$ cat src/rtl/prio_q_heap_seq.sv
// prio_q_heap_seq: binary-heap priority queue with valid/ready command port and multi-cycle sift FSM
module prio_q_heap_seq #(
  parameter int DATA_W   = 32,
  parameter int DEPTH    = 31,
  parameter int CNT_W    = $clog2(DEPTH+1),
  parameter bit MAX_HEAP = 1'b0
) (
  input  logic              clk_i,
  input  logic              rst_n_i,
  input  logic              in_valid_i,
  output logic              in_ready_o,
  input  logic              in_op_i,
  input  logic [DATA_W-1:0] in_data_i,
  output logic              out_valid_o,
  output logic [DATA_W-1:0] out_data_o,
  output logic [DATA_W-1:0] heap_root_o,
  output logic              root_valid_o,
  output logic [CNT_W-1:0]  heap_count_o,
  output logic              full_o,
  output logic              empty_o,
  output logic              err_o
);
  typedef enum logic [1:0] {IDLE, SIFT_UP, SIFT_DOWN} state_t;
  state_t state_q, state_d;
  logic [CNT_W-1:0] idx_q, idx_d, cnt_q, cnt_d, p, c, wa, wb;
  logic [CNT_W:0] l, r;
  logic [DATA_W-1:0] mem_q [0:DEPTH];
  logic [DATA_W-1:0] out_data_q, out_data_d, key_i, key_p, key_l, key_r, key_c, da, db;
  logic out_valid_q, out_valid_d, err_q, err_d, full, empty, lv, rv, pick_r, we_a, we_b;
  function automatic logic better(input logic [DATA_W-1:0] a, input logic [DATA_W-1:0] b);
    return MAX_HEAP ? a > b : a < b;
  endfunction
  assign p      = idx_q >> 1;
  // child indices carry one extra bit so 2*idx never wraps past DEPTH
  assign l      = {idx_q, 1'b0};
  assign r      = {idx_q, 1'b1};
  assign lv     = l <= {1'b0, cnt_q};
  assign rv     = r <= {1'b0, cnt_q};
  assign key_i  = mem_q[idx_q];
  assign key_p  = mem_q[p];
  assign key_l  = mem_q[l[CNT_W-1:0]];
  assign key_r  = mem_q[r[CNT_W-1:0]];
  assign pick_r = rv && better(key_r, key_l);
  assign c      = pick_r ? r[CNT_W-1:0] : l[CNT_W-1:0];
  assign key_c  = pick_r ? key_r : key_l;
  assign full   = cnt_q == CNT_W'(DEPTH);
  assign empty  = cnt_q == '0;
  always_comb begin
    state_d     = state_q;
    idx_d       = idx_q;
    cnt_d       = cnt_q;
    out_data_d  = out_data_q;
    out_valid_d = 1'b0;
    err_d       = 1'b0;
    we_a        = 1'b0;
    we_b        = 1'b0;
    wa          = idx_q;
    da          = key_p;
    wb          = p;
    db          = key_i;
    case (state_q)
      IDLE: if (in_valid_i) begin
        if (in_op_i ? full : empty) err_d = 1'b1;
        else if (in_op_i) begin
          we_a    = 1'b1;
          wa      = cnt_q + CNT_W'(1);
          da      = in_data_i;
          cnt_d   = cnt_q + CNT_W'(1);
          idx_d   = cnt_q + CNT_W'(1);
          state_d = SIFT_UP;
        end else begin
          out_valid_d = 1'b1;
          out_data_d  = mem_q[1];
          we_a        = 1'b1;
          wa          = CNT_W'(1);
          da          = mem_q[cnt_q];
          cnt_d       = cnt_q - CNT_W'(1);
          idx_d       = CNT_W'(1);
          state_d     = cnt_q > CNT_W'(2) ? SIFT_DOWN : IDLE;
        end
      end
      SIFT_UP: if (idx_q == CNT_W'(1) || !better(key_i, key_p)) state_d = IDLE;
      else begin
        we_a  = 1'b1;
        we_b  = 1'b1;
        idx_d = p;
      end
      SIFT_DOWN: if (!lv || !better(key_c, key_i)) state_d = IDLE;
      else begin
        we_a  = 1'b1;
        da    = key_c;
        we_b  = 1'b1;
        wb    = c;
        idx_d = c;
      end
      default: state_d = IDLE;
    endcase
  end
  always_ff @(posedge clk_i) begin
    if (!rst_n_i) begin
      state_q     <= IDLE;
      idx_q       <= '0;
      cnt_q       <= '0;
      out_valid_q <= 1'b0;
      out_data_q  <= '0;
      err_q       <= 1'b0;
    end else begin
      state_q     <= state_d;
      idx_q       <= idx_d;
      cnt_q       <= cnt_d;
      out_valid_q <= out_valid_d;
      out_data_q  <= out_data_d;
      err_q       <= err_d;
    end
  end
  always_ff @(posedge clk_i) begin
    if (rst_n_i && we_a) mem_q[wa] <= da;
    if (rst_n_i && we_b) mem_q[wb] <= db;
  end
  assign in_ready_o   = state_q == IDLE;
  assign out_valid_o  = out_valid_q;
  assign out_data_o   = out_data_q;
  assign heap_root_o  = mem_q[1];
  assign root_valid_o = !empty && state_q == IDLE;
  assign heap_count_o = cnt_q;
  assign full_o       = full;
  assign empty_o      = empty;
  assign err_o        = err_q;
endmodule

$ cat config.mk
export PLATFORM = sky130hd
export DESIGN_NAME = prio_q_heap_seq
export DESIGN_NICKNAME = d
export VERILOG_FILES = /design/src/rtl/prio_q_heap_seq.sv
export SDC_FILE = /design/constraint.sdc
export NUM_CORES = 2
export LEC_CHECK = 0
export ABC_AREA = 0
export BUFFER_PORTS_ARGS = -buffer_cell sky130_fd_sc_hd__buf_4
export CORE_UTILIZATION = 65
export DETAILED_ROUTE_END_ITERATION = 8
export HOLD_SLACK_MARGIN = 0.1
export PLACE_DENSITY_LB_ADDON = 0.3
export SLEW_MARGIN = 20
export SYNTH_ARGS = -nofsm -noshare
export SYNTH_HDL_FRONTEND = slang
export SYNTH_SLANG_ARGS = --single-unit
$ cat constraint.sdc
create_clock -name clk_i -period 11.5 [get_ports clk_i]
set_clock_uncertainty 0.2 [all_clocks]
set_input_delay 0.575 -clock clk_i [delete_from_list [all_inputs] [get_ports clk_i]]
set_output_delay 0.575 -clock clk_i [all_outputs]
set_load 0.05 [all_outputs]
**Yosys cells after proc, flatten, opt, wreduce, memory -nomap -nowiden**

Memory sizes are Yosys's and may differ from the RTL's. A register that Yosys moved wholly into a read port is not among the register bits.
Index checks and enable logic that the tools add are counted.

- Bits in registers: 46
- Bits in writable memories: 1024
- Bits of input ports: 36
- Output and inout port bits: 75
- Word-level logic and storage cells: 96
- Memories: 1

- $add $sub $neg: 2
- $lt $le $gt $ge: 6
- Eq/ne operators: 10
- Muxes and demuxes: 47
- Bitwise operators: 5
- Reduce and logical (&&, ||, !) cells: 19

Memory list:

| name | words | width | read ports | clocked after memory_dff | write ports | line | RTL |
|---|---|---|---|---|---|---|---|
| mem_q | 32 | 32 | 6 | 5 | 2 | 27 | `logic [DATA_W-1:0] mem_q [0:DEPTH];` |

Operators by type and width:

| operator | number |
|---|---|
| 32-bit 2-to-1 mux | 5 |
| 32-bit less-than comparator | 3 |
| 5-bit 2-to-1 mux | 19 |
| 32-bit one-hot mux with 2 select lines | 1 |
| 5-bit one-hot mux with 3 select lines | 1 |
| 6-bit by 5-bit less-or-equal comparator with 1-bit output | 2 |
| 1-bit 2-to-1 mux | 12 |
| 2-bit 2-to-1 mux | 6 |
| 2-bit != test (second input constant) | 6 |
| 3-bit AND reduction | 3 |
| 4-bit AND reduction | 2 |
| 2-bit one-hot mux with 3 select lines | 1 |
| 5-bit by 1-bit adder with 5-bit output (second input constant) | 1 |
| 5-bit by 1-bit == test with 1-bit output (second input constant) | 1 |
| 5-bit == test (second input constant) | 1 |
| 5-bit by 2-bit greater-than comparator with 1-bit output (second input constant) | 1 |
| 5-bit zero test | 1 |
| 1-bit NOT | 5 |
| 5-bit by 1-bit subtractor with 5-bit output (second input constant) | 1 |
| 1-bit logical AND | 4 |
| 1-bit zero test | 4 |
| 4-bit OR reduction | 1 |
| 1-bit one-hot mux with 3 select lines | 1 |
| 3-bit nonzero test | 1 |
| 5 further kinds | 6 |

**Depth between registers and ports, before layout**

- Depth after elaboration: 11
- Mapped depth: 31
- Gate-level depth less buffers: 21

**Worst setup path before layout**

No wires, ideal clock.

- Path kind: register to register
- Start point: register with a tool-made name
- End point: memory mem_q[2][0] (enable)
- Setup time: 466 ps
- Arrival time: 9141 ps
- Data required time: 10834 ps
- Path slack: 1693 ps
- Stages on the path, launching flop included: 28
- Path buffers: 7
- Period minus slack after synthesis: 9807 ps
- Cell sequence: dfxtp_1 > buf_6 > buf_6 > buf_6 > clkbuf_1 > mux4_2 > mux4_2 > ha_1 > a41oi_1 > o21ai_1 > a221oi_1 > o311ai_1 > nor3_2 > buf_2 > mux2_2 > ha_1 > a211o_1 > a221o_1 > a41oi_1 > nor4b_1 > nand2_1 > o211ai_4 > nand2_2 > buf_4 > nand2_1 > a31oi_1 > clkbuf_1 > o21ai_0

RTL lines:

| element | line |
|---|---|
| end, declared | 27 |

==> impl.org <==
** Critical path
- Counting cells, the worst reg-to-reg path comes to 26.
- STA classifies the critical path startpoint as a flop.
- The setup path with the least slack is of type flop to flop.
- Setup slack, reg-to-reg :: 340 ps
- The cell that appears most often on the critical path is sky130_fd_sc_hd__buf_4.
- Worst setup EP type :: flop
- Critical path data arrival time :: 11,380 ps
- In this run the critical register-to-register path is captured at mem_q[13][13].
- In this run the worst path has a maximum fanout of 50.
- Required time at the endpoint of the critical path :: 11,720 ps
- Worst setup path end :: mem_q[13][13]
- On the critical path, the stage with the largest delay is an instance of sky130_fd_sc_hd__o21bai_4.
- On the worst path, the slowest cell contributes a delay of 940 ps.

** Route
- For this run, design rule violations remaining after detail routing come to 0.
- First-iteration detailed-routing DRC count :: 10,300
- In the routed layout, each cell is associated on average with a via count of 8.52.
- The pre-antenna-repair detailed-routing pass consisted of 8 iterations.
- Wires add up to 277,000 µm.
- The count of nets left with antenna violations once routing finished came out at 0.
- Detailed-route via count :: 54,200
- Wirelength per Cell :: 43.5 µm

** Yosys
- The mapped netlist covers 77,300 µm².
- Number of instances in the synthesized netlist :: 4,901
- Async S/R FF share, synth :: 0
- Register bit count reported by yosys :: 1,080
- For this run, the leading register cell type out of synthesis is sky130_fd_sc_hd__edfxtp_1.
- Of the synthesized area, sequential elements account for 0.412.
- Counting every net in the synthesized netlist gives 5,042.
- In this run, synthesis inferred 1,024 flip-flops with an integrated enable.
- Avg Inst Size Synth :: 15.8 µm²
- Distinct cell type count of the synthesized netlist :: 79
- The Yosys step of the flow raised 0 warnings.

** Timing
- The number of pins with negative max-slew slack in the final report was 0.
- After routing, the total negative slack on setup checks comes to 0 ps.
- Fin crit share :: 0.971
- The worst path in the final design needs a cycle of 11,160 ps, including I/O delays and setup.
- Setup violations remaining at the end of the flow were counted as 0.
- At the pin with the least slew margin, the transition time is 1300 ps.
- Slew HR :: 0.134
- The hold violation count in the final report was 0.
- Timing would allow up to 89.6 MHz.
- Setup repair after global routing missed its margin :: false

** Clock network
- The number of hold buffers added after CTS was 1.
- The tree built by TritonCTS fans out to 1,080 sinks.
- The later pin in the worst-skew pair is clocked with a latency of 750 ps.
- TritonCTS built the clock tree.
- H-tree levels :: 3
- Clock-pin slew was measured on the worst setup and hold paths at 60 ps.
- The clock passes through at most 3 buffers.
- The number of gates resized after CTS was 0.
- The number of clock buffers added by TritonCTS is 116.
- In this run the clock root is driven by a sky130_fd_sc_hd__clkbuf_16.
- Post-CTS Repair Setup Buffers :: 0

** Power
- For this design the total switching power over the nets is 8.35 mW.
- Of the total power, combinational logic draws 0.542.
- Sequential cell fraction of total power :: 0.263
- Of the total power, the share spent switching nets is 0.405.
- Internal power :: 12.3 mW
- Power Density :: 245 nW/µm²
- For this design the static power due to leakage is 27.7 nW.
- The worst-case IR drop observed on VDD is 0.212 mV.
- The share of total power dissipated in the clock network is 0.196.

** Worst hold path
- In this run the worst hold path is classified as flop to flop.

** Layout
- Total number of nets in the final design :: 4,867
- Leaving out fill and tap cells, the most frequent cell in the layout is sky130_fd_sc_hd__mux2i_1.
- Fraction of final layout cells sized beyond drive strength 1 :: 0.379
- The layout has 7,393 filler cells.
- Area growth from synthesis to final layout :: 8.74%
- The top cell types in the final layout, fill and taps aside, are sky130_fd_sc_hd__mux2i_1 (1,097), sky130_fd_sc_hd__mux4_2 (1,084), sky130_fd_sc_hd__edfxtp_1 (1,024).
- Summing all non-filler instances in the final layout gives an area of 84,000 µm².

** Floorplanning
- Vertical die dimension :: 347 µm
- Number of rows in the core area :: 126
- DIE AREA :: 120,000 µm²
- Total core area :: 118,000 µm²
- The die is 347 µm wide.
- I/O pin total :: 111
- The initial utilization of the core area, before any placement, comes to 0.655.

** Place
- Input and output buffers added on the ports amount to 110.
- Post-detailed-placement half-perimeter wirelength :: 163,000 µm
- Standard cell area after detailed placement :: 79,800 µm²
- At the end of routability-driven placement, the weighted congestion stood at 0.994.

** Flow run
- Max-capacitance violation count :: 0

** Global routing
- Entering global routing, the biggest net connects 122 pins.
- Initial antenna violation count :: 10
- The total overflow left after global routing is 0.
- The first global-routing pass estimated 394,000 µm of wire.
- The number of global-route vias before repair is 53,400.
- Total routing usage reported by global routing :: 0.465

** Status
- Result of the run :: completed
-- power groups by stage --
stage | sequential (mW) | clock [mW] | combinational, mW
finish | 5.41 | 4.04 | 11.2
global route | 5.42 | 4.16 | 11.7
CTS | 5.40 | 4.01 | 10.9
detailed placement | 5.49 | 0 | 10.7
global placement | 5.48 | 0 | 10.5
floorplan | 5.39 | 0 | 8.04
-- stage by stage --
step,setup WS (ps),power [mW],cells,util,hold WS (ps)
after floorplan,1690,13.4,4901,-,335
after global placement,716,15.9,6133,0.676,253
after detailed placement,701,16.2,6135,0.677,260
after CTS,660,20.3,6355,0.711,268
after global routing,272,21.3,6363,0.713,290
final,339,20.6,6369,0.713,265
-- routing by layer --
layer,GRT usage,wire length (µm)
met4,0.351,25900
met5,0.00560,202
met2,0.646,117000
met3,0.177,48300
met1,0.593,84800
-- cell usage after synthesis (4+ instances only) --
cell type                  count  area [µm²]
sky130_fd_sc_hd__a22oi_1       5        37.5
sky130_fd_sc_hd__nand3_1      35         175
sky130_fd_sc_hd__and4_1        4        35.0
sky130_fd_sc_hd__o21ai_1       4        20.0
sky130_fd_sc_hd__nand4_1      20         125
sky130_fd_sc_hd__edfxtp_1   1024       30700
sky130_fd_sc_hd__nand3_2       4        40.0
sky130_fd_sc_hd__dfxtp_1      56        1120
sky130_fd_sc_hd__a211o_1       5        43.8
sky130_fd_sc_hd__a211oi_1      6        45.0
sky130_fd_sc_hd__o21ai_0      85         425
sky130_fd_sc_hd__a21boi_0     37         278
sky130_fd_sc_hd__nor2b_1       9        56.3
sky130_fd_sc_hd__buf_2       209        1050
sky130_fd_sc_hd__nor4_2        8         100
sky130_fd_sc_hd__and3_1       15        93.8
sky130_fd_sc_hd__ha_1        105        1310
sky130_fd_sc_hd__buf_1        93         349
sky130_fd_sc_hd__a21o_1       15         113
sky130_fd_sc_hd__o31ai_1      11        82.6
sky130_fd_sc_hd__o211a_1       5        50.1
sky130_fd_sc_hd__a221oi_1      5        43.8
sky130_fd_sc_hd__a31oi_1       4        25.0
sky130_fd_sc_hd__and2_1       16         100
sky130_fd_sc_hd__o21a_1        9        67.6
sky130_fd_sc_hd__mux2i_1    1128       11300
sky130_fd_sc_hd__nor2_1       28         105
sky130_fd_sc_hd__a21oi_1      29         145
sky130_fd_sc_hd__buf_4        38         285
sky130_fd_sc_hd__mux2_2       63         709
sky130_fd_sc_hd__o211ai_1      7        52.6
sky130_fd_sc_hd__or3_1         5        31.3
sky130_fd_sc_hd__nand2_1     232         871
sky130_fd_sc_hd__mux4_2     1084       24400
sky130_fd_sc_hd__buf_6        51         574
sky130_fd_sc_hd__inv_2         9        33.8
sky130_fd_sc_hd__nor3_1       15        75.1
sky130_fd_sc_hd__o211a_2      27         270
sky130_fd_sc_hd__o21bai_1     19         143
sky130_fd_sc_hd__clkbuf_1    236         886
sky130_fd_sc_hd__o221ai_1      4        35.0
sky130_fd_sc_hd__inv_1        84         315
-- critical path: cells and delay by family, from the launching register on --
family	cells	cell delay, ps
DFF	1	660
buffers and inverters	7	2220
muxes	3	1430
and+or+nand+nor	6	1960
adders and majority gates	2	560
AOI/OAI and AO/OA	8	3630
-- final cells by class --
class                      instances  area, µm²  area share
inverter                          93        359     0.00427
antenna                            6       15.0    0.000179
clock inverter                    65        741     0.00881
multi-input combinational       3101      42600       0.507
tap                             1536       1920      0.0229
timing repair buffer             334       3210      0.0382
clock buffer                     154       3270      0.0389
sequential                      1080      31900       0.380
-- flip-flops by register name, indices dropped and copies added (netlist names), named ones only --
register and count:
idx_q 5, err_o 1, heap_count_o 5, out_data_o 32
state_q 2, mem_q 1024, out_valid_o 1
-- how the worst min path moves through the flow --
stage                   start        endpoint  slack [ps]  cells past startpoint
6_report       out_data_o[25]  out_data_o[25]         260                      2
5_1_grt        out_data_o[12]  out_data_o[12]         290                      2
4_1_cts        out_data_o[25]  out_data_o[25]         270                      2
3_5_place_dp   out_data_o[25]  out_data_o[25]         260                      2
3_3_place_gp    out_data_o[5]   out_data_o[5]         250                      2
2_1_floorplan      state_q[1]      state_q[1]         330                      2
-- cells by family after synthesis --
logic type,after synthesis,share of synthesized area
flip-flops,1080,0.412
AND/OR/NAND/NOR,413,0.0259
buffers and inverters,720,0.0452
adder cells (fa/ha/maj),105,0.0170
AO/OA/AOI/OAI,304,0.0280
XOR/XNOR,4,0.000453
multiplexers,2275,0.471
Note: power is estimated with default switching activity, not from simulation.
